==> config.mk <==
export PLATFORM = sky130hd
export DESIGN_NAME = operand_net_iface
export DESIGN_NICKNAME = d
export VERILOG_FILES = /design/src/rtl/operand_net_iface_pkg.sv /design/src/rtl/operand_net_iface_sync_fifo.sv /design/src/rtl/operand_net_iface.sv
export SDC_FILE = /design/constraint.sdc
export NUM_CORES = 1
export LEC_CHECK = 0
export ABC_AREA = 0
export CAP_MARGIN = 20
export CORE_MARGIN = 2
export CORE_UTILIZATION = 40
export CTS_CLUSTER_DIAMETER = 30
export DETAILED_ROUTE_END_ITERATION = 6
export MAX_ROUTING_LAYER = met4
export REMOVE_ABC_BUFFERS = 1
export SYNTH_ARGS = -nofsm -noshare
export SYNTH_HDL_FRONTEND = slang
export SYNTH_SLANG_ARGS = --single-unit
==> constraint.sdc <==
create_clock -name clk -period 4.9 [get_ports clk]
set_input_delay 0.49 -clock clk [delete_from_list [all_inputs] [get_ports clk]]
set_output_delay 0.49 -clock clk [all_outputs]
set_load 0.01 [all_outputs]
==> src/rtl/operand_net_iface_pkg.sv <==
// operand_net_iface_pkg: shared operand-network types, field widths and header helpers.
//   operand_hdr_t   : routing header {dst_row, dst_col, slot, frame}
//   operand_flit_t  : full flit at the default 3-bit block ID / 32-bit data widths
//   instr_to_hdr()  : split a 7-bit instruction number plus slot into a header
//   hdr_to_instr()  : rebuild the 7-bit instruction number from a header
package operand_net_iface_pkg;

    localparam int ET_GRID_DIM = 4;
    localparam int COORD_W     = $clog2(ET_GRID_DIM);
    localparam int SLOT_W      = 2;
    localparam int FRAME_W     = 3;
    localparam int INSTR_W     = 2 * COORD_W + FRAME_W;
    localparam int HDR_W       = 2 * COORD_W + SLOT_W + FRAME_W;

    localparam logic [SLOT_W-1:0] SLOT_LEFT  = 2'd0;
    localparam logic [SLOT_W-1:0] SLOT_RIGHT = 2'd1;
    localparam logic [SLOT_W-1:0] SLOT_PRED  = 2'd2;

    localparam int DEF_BID_W  = 3;
    localparam int DEF_DATA_W = 32;

    typedef struct packed {
        logic [COORD_W-1:0] dst_row;
        logic [COORD_W-1:0] dst_col;
        logic [SLOT_W-1:0]  slot;
        logic [FRAME_W-1:0] frame;
    } operand_hdr_t;

    typedef struct packed {
        operand_hdr_t          hdr;
        logic [DEF_BID_W-1:0]  block_id;
        logic [DEF_DATA_W-1:0] data;
    } operand_flit_t;

    typedef enum logic {
        PRIO_NET = 1'b0,
        PRIO_BYP = 1'b1
    } arb_prio_e;

    function automatic operand_hdr_t instr_to_hdr(input logic [INSTR_W-1:0] instr,
                                                  input logic [SLOT_W-1:0] slot);
        return '{dst_row: instr[6:5], dst_col: instr[4:3], slot: slot, frame: instr[2:0]};
    endfunction

    function automatic logic [INSTR_W-1:0] hdr_to_instr(input operand_hdr_t hdr);
        return {hdr.dst_row, hdr.dst_col, hdr.frame};
    endfunction

endpackage

==> src/rtl/operand_net_iface_sync_fifo.sv <==
// operand_sync_fifo: register-based synchronous FIFO with conservative full flag.
//   clk, rst_n : clock, asynchronous active-low reset (empties the FIFO)
//   push, din  : write request and data (ignored when full)
//   pop        : read request (ignored when empty)
//   full/empty : occupancy flags from the registered count
//   head       : oldest entry, forced to zero while empty
module operand_sync_fifo #(
    parameter int WIDTH = 8,
    parameter int DEPTH = 4
) (
    input  logic             clk,
    input  logic             rst_n,
    input  logic             push,
    input  logic             pop,
    input  logic [WIDTH-1:0] din,
    output logic             full,
    output logic             empty,
    output logic [WIDTH-1:0] head
);

    localparam int AW = $clog2(DEPTH);
    localparam logic [AW:0] FULL_CNT = (AW + 1)'(DEPTH);

    logic [WIDTH-1:0] mem_q [DEPTH];
    logic [WIDTH-1:0] mem_d [DEPTH];
    logic [AW-1:0]    rd_q, rd_d, wr_q, wr_d;
    logic [AW:0]      cnt_q, cnt_d;
    logic             do_push, do_pop;

    assign full  = cnt_q == FULL_CNT;
    assign empty = cnt_q == '0;
    assign head  = empty ? '0 : mem_q[rd_q];

    always_comb begin
        do_push = push && !full;
        do_pop  = pop && !empty;
        mem_d   = mem_q;
        if (do_push) mem_d[wr_q] = din;
        wr_d  = wr_q + AW'(do_push);
        rd_d  = rd_q + AW'(do_pop);
        cnt_d = cnt_q + (AW + 1)'(do_push) - (AW + 1)'(do_pop);
    end

    always_ff @(posedge clk or negedge rst_n) begin
        if (!rst_n) begin
            mem_q <= '{default: '0};
            rd_q  <= '0;
            wr_q  <= '0;
            cnt_q <= '0;
        end else begin
            mem_q <= mem_d;
            rd_q  <= rd_d;
            wr_q  <= wr_d;
            cnt_q <= cnt_d;
        end
    end

endmodule

==> src/rtl/operand_net_iface.sv <==
// operand_net_iface: E-tile operand port <-> operand-network router local port.
//   inj_*        : operand from the E-tile; remote targets go to the injection FIFO,
//                  local targets bypass into the ejection FIFO
//   net_out_*    : flits from the injection FIFO head to the router
//   net_in_*     : flits from the router; foreign flits are dropped and counted
//   ej_*         : operands from the ejection FIFO head to the E-tile
//   misroute_cnt : saturating count of dropped foreign flits
module operand_net_iface
    import operand_net_iface_pkg::*;
#(
    parameter int DATA_W    = 32,
    parameter int BID_W     = 3,
    parameter int INJ_DEPTH = 4,
    parameter int EJ_DEPTH  = 4,
    parameter int MY_ROW    = 0,
    parameter int MY_COL    = 0
) (
    input  logic                            clk,
    input  logic                            rst_n,
    input  logic                            inj_req,
    output logic                            inj_ack,
    input  logic [DATA_W-1:0]               inj_data,
    input  logic [INSTR_W-1:0]              inj_dest_instr,
    input  logic [SLOT_W-1:0]               inj_dest_slot,
    input  logic [BID_W-1:0]                inj_block_id,
    output logic                            net_out_req,
    input  logic                            net_out_ack,
    output logic [HDR_W+BID_W+DATA_W-1:0]   net_out_flit,
    input  logic                            net_in_req,
    output logic                            net_in_ack,
    input  logic [HDR_W+BID_W+DATA_W-1:0]   net_in_flit,
    output logic                            ej_req,
    input  logic                            ej_ack,
    output logic [DATA_W-1:0]               ej_data,
    output logic [INSTR_W-1:0]              ej_dest_instr,
    output logic [SLOT_W-1:0]               ej_dest_slot,
    output logic [BID_W-1:0]                ej_block_id,
    output logic [7:0]                      misroute_cnt
);

    localparam int FLIT_W = HDR_W + BID_W + DATA_W;
    localparam logic [2*COORD_W-1:0] MY_POS = {COORD_W'(MY_ROW), COORD_W'(MY_COL)};

    operand_hdr_t      inj_hdr, ej_hdr;
    arb_prio_e         prio_q, prio_d;
    logic [7:0]        mis_q, mis_d;
    logic [FLIT_W-1:0] inj_flit, ej_din, ej_head;
    logic              inj_local, in_local, byp_req, nin_req, byp_ok, net_ok;
    logic              inj_push, byp_push, net_push, ej_push, ej_pop, misroute;
    logic              inj_full, inj_empty, ej_full, ej_empty;

    always_comb begin
        inj_hdr   = instr_to_hdr(inj_dest_instr, inj_dest_slot);
        inj_local = inj_dest_instr[6:3] == MY_POS;
        in_local  = net_in_flit[FLIT_W-1 -: 2*COORD_W] == MY_POS;
        byp_req   = inj_req && inj_local;
        nin_req   = net_in_req && in_local;
        // A side may take the ejection write port when it holds priority or the other side is idle;
        // neither test looks at that side's own req, so each ack stays free of its own request.
        byp_ok    = prio_q == PRIO_BYP || !nin_req;
        net_ok    = prio_q == PRIO_NET || !byp_req;
        inj_ack    = rst_n && (inj_local ? !ej_full && byp_ok : !inj_full);
        net_in_ack = rst_n && (!in_local || (!ej_full && net_ok));
        inj_push  = inj_req && inj_ack && !inj_local;
        byp_push  = byp_req && inj_ack;
        net_push  = nin_req && net_in_ack;
        misroute  = net_in_req && net_in_ack && !in_local;
        ej_push   = byp_push || net_push;
        ej_pop    = ej_req && ej_ack;
        inj_flit  = {inj_hdr, inj_block_id, inj_data};
        ej_din    = byp_push ? inj_flit : net_in_flit;
        prio_d    = byp_push ? PRIO_NET : net_push ? PRIO_BYP : prio_q;
        mis_d     = misroute && mis_q != 8'hFF ? mis_q + 8'd1 : mis_q;
        ej_hdr    = ej_head[FLIT_W-1 -: HDR_W];
    end

    always_ff @(posedge clk or negedge rst_n) begin
        if (!rst_n) begin
            prio_q <= PRIO_NET;
            mis_q  <= '0;
        end else begin
            prio_q <= prio_d;
            mis_q  <= mis_d;
        end
    end

    operand_sync_fifo #(.WIDTH(FLIT_W), .DEPTH(INJ_DEPTH)) u_inj_fifo (
        .clk   (clk),
        .rst_n (rst_n),
        .push  (inj_push),
        .pop   (net_out_req && net_out_ack),
        .din   (inj_flit),
        .full  (inj_full),
        .empty (inj_empty),
        .head  (net_out_flit)
    );

    operand_sync_fifo #(.WIDTH(FLIT_W), .DEPTH(EJ_DEPTH)) u_ej_fifo (
        .clk   (clk),
        .rst_n (rst_n),
        .push  (ej_push),
        .pop   (ej_pop),
        .din   (ej_din),
        .full  (ej_full),
        .empty (ej_empty),
        .head  (ej_head)
    );

    assign net_out_req   = !inj_empty;
    assign ej_req        = !ej_empty;
    assign ej_data       = ej_head[DATA_W-1:0];
    assign ej_block_id   = ej_head[DATA_W +: BID_W];
    assign ej_dest_slot  = ej_hdr.slot;
    assign ej_dest_instr = hdr_to_instr(ej_hdr);
    assign misroute_cnt  = mis_q;

endmodule

==> results.md <==
- Worst-path clk slew: 0.04 ns
- Largest driver fanout on the critical path: 45
- Share of Yosys cell area claimed by the top area cell type: 53.4%
- Unrepaired setup endpoints after global routing: false
- Final setup vio count: 0
- Final GP Congestion: 0.783
- Switching part of the total: 29.5%
- Number of design rule violations left after detail routing: 0
- Die Area: 0.0456 sq mm
- Layout area overhead: 34.0%
- Share of flip-flops with an asynchronous set or reset: 100%
- Seq cells post-synth: 375
- Cell type of the slowest stage on the worst timing path: dfrtp_4
- Critical path class: reg2out
- Clock share of power: 36.6%
- Final Critical Period: 3.61 ns
- Antenna Violating Nets Remaining: 0
- Number of nets in the final layout: 1663
- Per-cell routed wire length: 23.6 microns
- Storage element area: 0.00939 sq mm
- Slowest stage delay, CP: 1.11 ns
- Transition at the pin with the smallest max-transition slack: 1.10 ns
- HPWL after DPL: 29900 microns
- HP Class: in2async
- Total met3 wirelength after detailed routing: 3810 microns
- Synthesized area divided by synthesized cell count: 13.0 sq um
- Worst path top cell family by delay: flip-flops
- Total number of vias: 12.9k
- Total wire length: 52400 microns
- Worst rel slew slack: 26.5%
- Power per cell area: 766 mW/mm^2
- Buffers & Inverters on Critical Path: 1
- Setup bufs post-CTS: 0
- Count of input and output buffers: 193
- Combinational Power Share: 32.6%
- Rows: 76
- Number of iterations in the first detailed-routing pass: 5
- Final Hold Fails: 0
- Num ports: 194
- Internal power consumption: 12.7 mW
- Die boundary width: 214 microns
- Most frequent cells after synthesis: 375 x dfrtp_1, 162 x a21oi_1, 161 x a31oi_1
- Max VDD drop: 0.408 mV
- Cell leakage power: 10.0 nW
- Proportion of synthesized chip area in sequential cells: 53.4%
- 1st-iter DRT viols: 914
- Overall global routing resource usage: 24.0%
- Buffers from clock root to sink, at most: 3
- Metal-1 WL: 22500 microns
- TritonCTS clock tree: yes
- Most frequent cell after synthesis: dfrtp_1
- Cell-by-cell listing of the critical path: mux4_2 > nor2b_1 > clkdlybuf4s50_1
- Most area-hungry cell type in the Yosys netlist: dfrtp_1
- Initial core utilization: 40.7%
- Outcome: complete, no violations
- Final TNS setup: 0 ns
- Number of antenna violations at the first check in global routing: 2
- Congestion Overflow GR: 0
- Via count of the first global-routing pass: 13.3k
- Yosys warns: 0
- Critical Path End Type: output port
- H-tree levels: 3
- Post-cts resize count: 0
- Number of distinct library cells after synthesis: 36
- Post-synthesis instance area: 0.0176 sq mm
- Net load switching power: 5.31 mW
- Total CTS buffers: 93
- Cell count after placement: 2045
- Number of enable flip-flop cells after synthesis: 0
- Number of slew-limit violations in the final report: 0
- Final core area utilization: 54.5%
- FMAX: 277 MHz
- Power share of the sequential group: 30.8%
- # clock sinks: 375
- First-pass GRT wire length: 80200 microns
- Non-filler instance count after layout: 2223
- Core area: 0.0432 sq mm
- CP Data Required Time: 4.41 ns
- Element type at the critical path start: register
- Clk Tree Root Cell: clkbuf_16
- Top flip-flop cell by instance count after synthesis: dfrtp_1
- Largest net degree at the start of global routing: 158
- Highest metal layer with signal wires: met4
- Period Utilization, post-route: 73.6%
- Total of max-cap violations: 0
- Post-synthesis cell count: 1354
- Later-pin clock latency in the skew report: 0.61 ns
- Area contributors post-synth: dfrtp_1 53%, mux4_2 11%, mux2_2 8.8%
- Number of vias per cell: 5.79
- Vertical die dimension: 214 microns
- Total met2 wirelength after detailed routing: 24900 microns
- Critical path data arrival time: 3.12 ns
- Final-layout fill cell count: 3657
- Area of the multi-input gates: 0.00767 sq mm
- Setup clock skew after layout: 0.0260 ns
- Fraction of final layout cells sized beyond drive strength 1: 29.4%
==> power groups by stage <==
stage          registers, mW  logic [mW]  clock network, mW
2_1_floorplan           5.21        3.61                  0
3_3_place_gp            5.49        5.84                  0
4_1_cts                 5.54        5.95               6.66
6_report                5.54        5.88               6.59
3_5_place_dp            5.55        5.91                  0
5_1_grt                 5.73        6.32               6.84
==> cell usage in the layout, fill, tap and decap left out, types with 4 or more instances in the layout <==
cell type,n
nand3_1,45
dfrtp_1,371
clkinv_2,11
mux2_4,40
clkbuf_16,96
mux2_2,137
clkbuf_1,13
clkdlybuf4s50_1,192
xnor2_1,4
mux4_2,88
clkinvlp_4,11
and2_2,5
nand2_1,5
a21oi_1,162
inv_1,12
bufinv_16,17
ha_1,9
nor2_1,6
clkbuf_8,16
buf_4,27
a31oi_1,161
nor2b_1,107
xor2_1,11
o21ai_0,41
==> sequential cells by signal, indices dropped and copies added (netlist names) <==
| register | cells |
|---|---|
| u_inj_fifo.cnt_q | 3 |
| u_inj_fifo.wr_q | 2 |
| u_ej_fifo.wr_q | 2 |
| u_ej_fifo.rd_q | 2 |
| prio_q | 1 |
| u_inj_fifo.mem_q | 176 |
| u_ej_fifo.cnt_q | 3 |
| u_ej_fifo.mem_q | 176 |
| misroute_cnt | 8 |
| u_inj_fifo.rd_q | 2 |
==> kinds of logic (layout without fill, tap and decap cells) <==
group           after synthesis  count (layout)  share of synthesized area [%]
flops                       375             375                           53.4
compound gates              367             367                           11.7
mux                         265             265                           23.5
simple gates                192             192                           6.49
buf+inv                     129             410                           3.28
xor+xnor                     15              15                          0.748
fa+ha+maj                    11              11                          0.869
other cells                   0               3                              0
==> layout make-up <==
type | instances | share of cell area [%]
Clock buffer | 125 | 11.4
Clock inverter | 47 | 3.15
Antenna cell | 3 | 0.0319
Sequential cell | 375 | 39.9
Inverter | 12 | 0.191
Tap cell | 585 | 3.11
Timing Repair Buffer | 226 | 9.63
Multi-Input combinational cell | 850 | 32.6
==> path summary, 6_finish.rpt <==
check / to / startpoint / cells after the start / slack, ns
worst max-delay path: ej_data[3] / u_ej_fifo.rd_q[0]$_DFF_PN0_ / 3 / 1.29
worst min-delay path: u_inj_fifo.mem_q[114]$_DFFE_PN0P_ / rst_n / 2 / 0.34
worst max register to register: u_inj_fifo.mem_q[60]$_DFFE_PN0P_ / u_inj_fifo.cnt_q[0]$_DFF_PN0_ / 5 / 2.05
worst min register to register: u_ej_fifo.mem_q[84]$_DFFE_PN0P_ / u_ej_fifo.mem_q[84]$_DFFE_PN0P_ / 1 / 0.49
max in group asynchronous: u_inj_fifo.mem_q[166]$_DFFE_PN0P_ / rst_n / 5 / 2.78
min in group clk: u_ej_fifo.mem_q[84]$_DFFE_PN0P_ / u_ej_fifo.mem_q[84]$_DFFE_PN0P_ / 1 / 0.49
==> what timing repair did <==
action	4_1_cts	5_1_grt
hold buffers	1	0
setup endpoints to repair	0	0
endpoints found under the hold margin	21	0
==> metal layers <==
metal	global-route usage (%)	vias to the layer above
met5	-	-
met4	8.24	0
met3	4.54	80
met2	37.0	520
met1	32.2	6712
li1	-	5552
==> per-stage QoR <==
stage / area (sq um) / total power [mW] / hold slack [ns] / setup slack [ns]
finish: 23500 / 18.0 / 0.341 / 1.29
floorplan: 17000 / 8.82 / 0.194 / -0.178
CTS: 23500 / 18.1 / 0.332 / 1.26
global route: 23500 / 18.9 / 0.364 / 1.12
detailed placement: 20000 / 11.5 / 0.370 / 1.26
global placement: 20000 / 11.3 / 0.367 / 1.27
No activity file was read; power rests on OpenSTA's default activity.
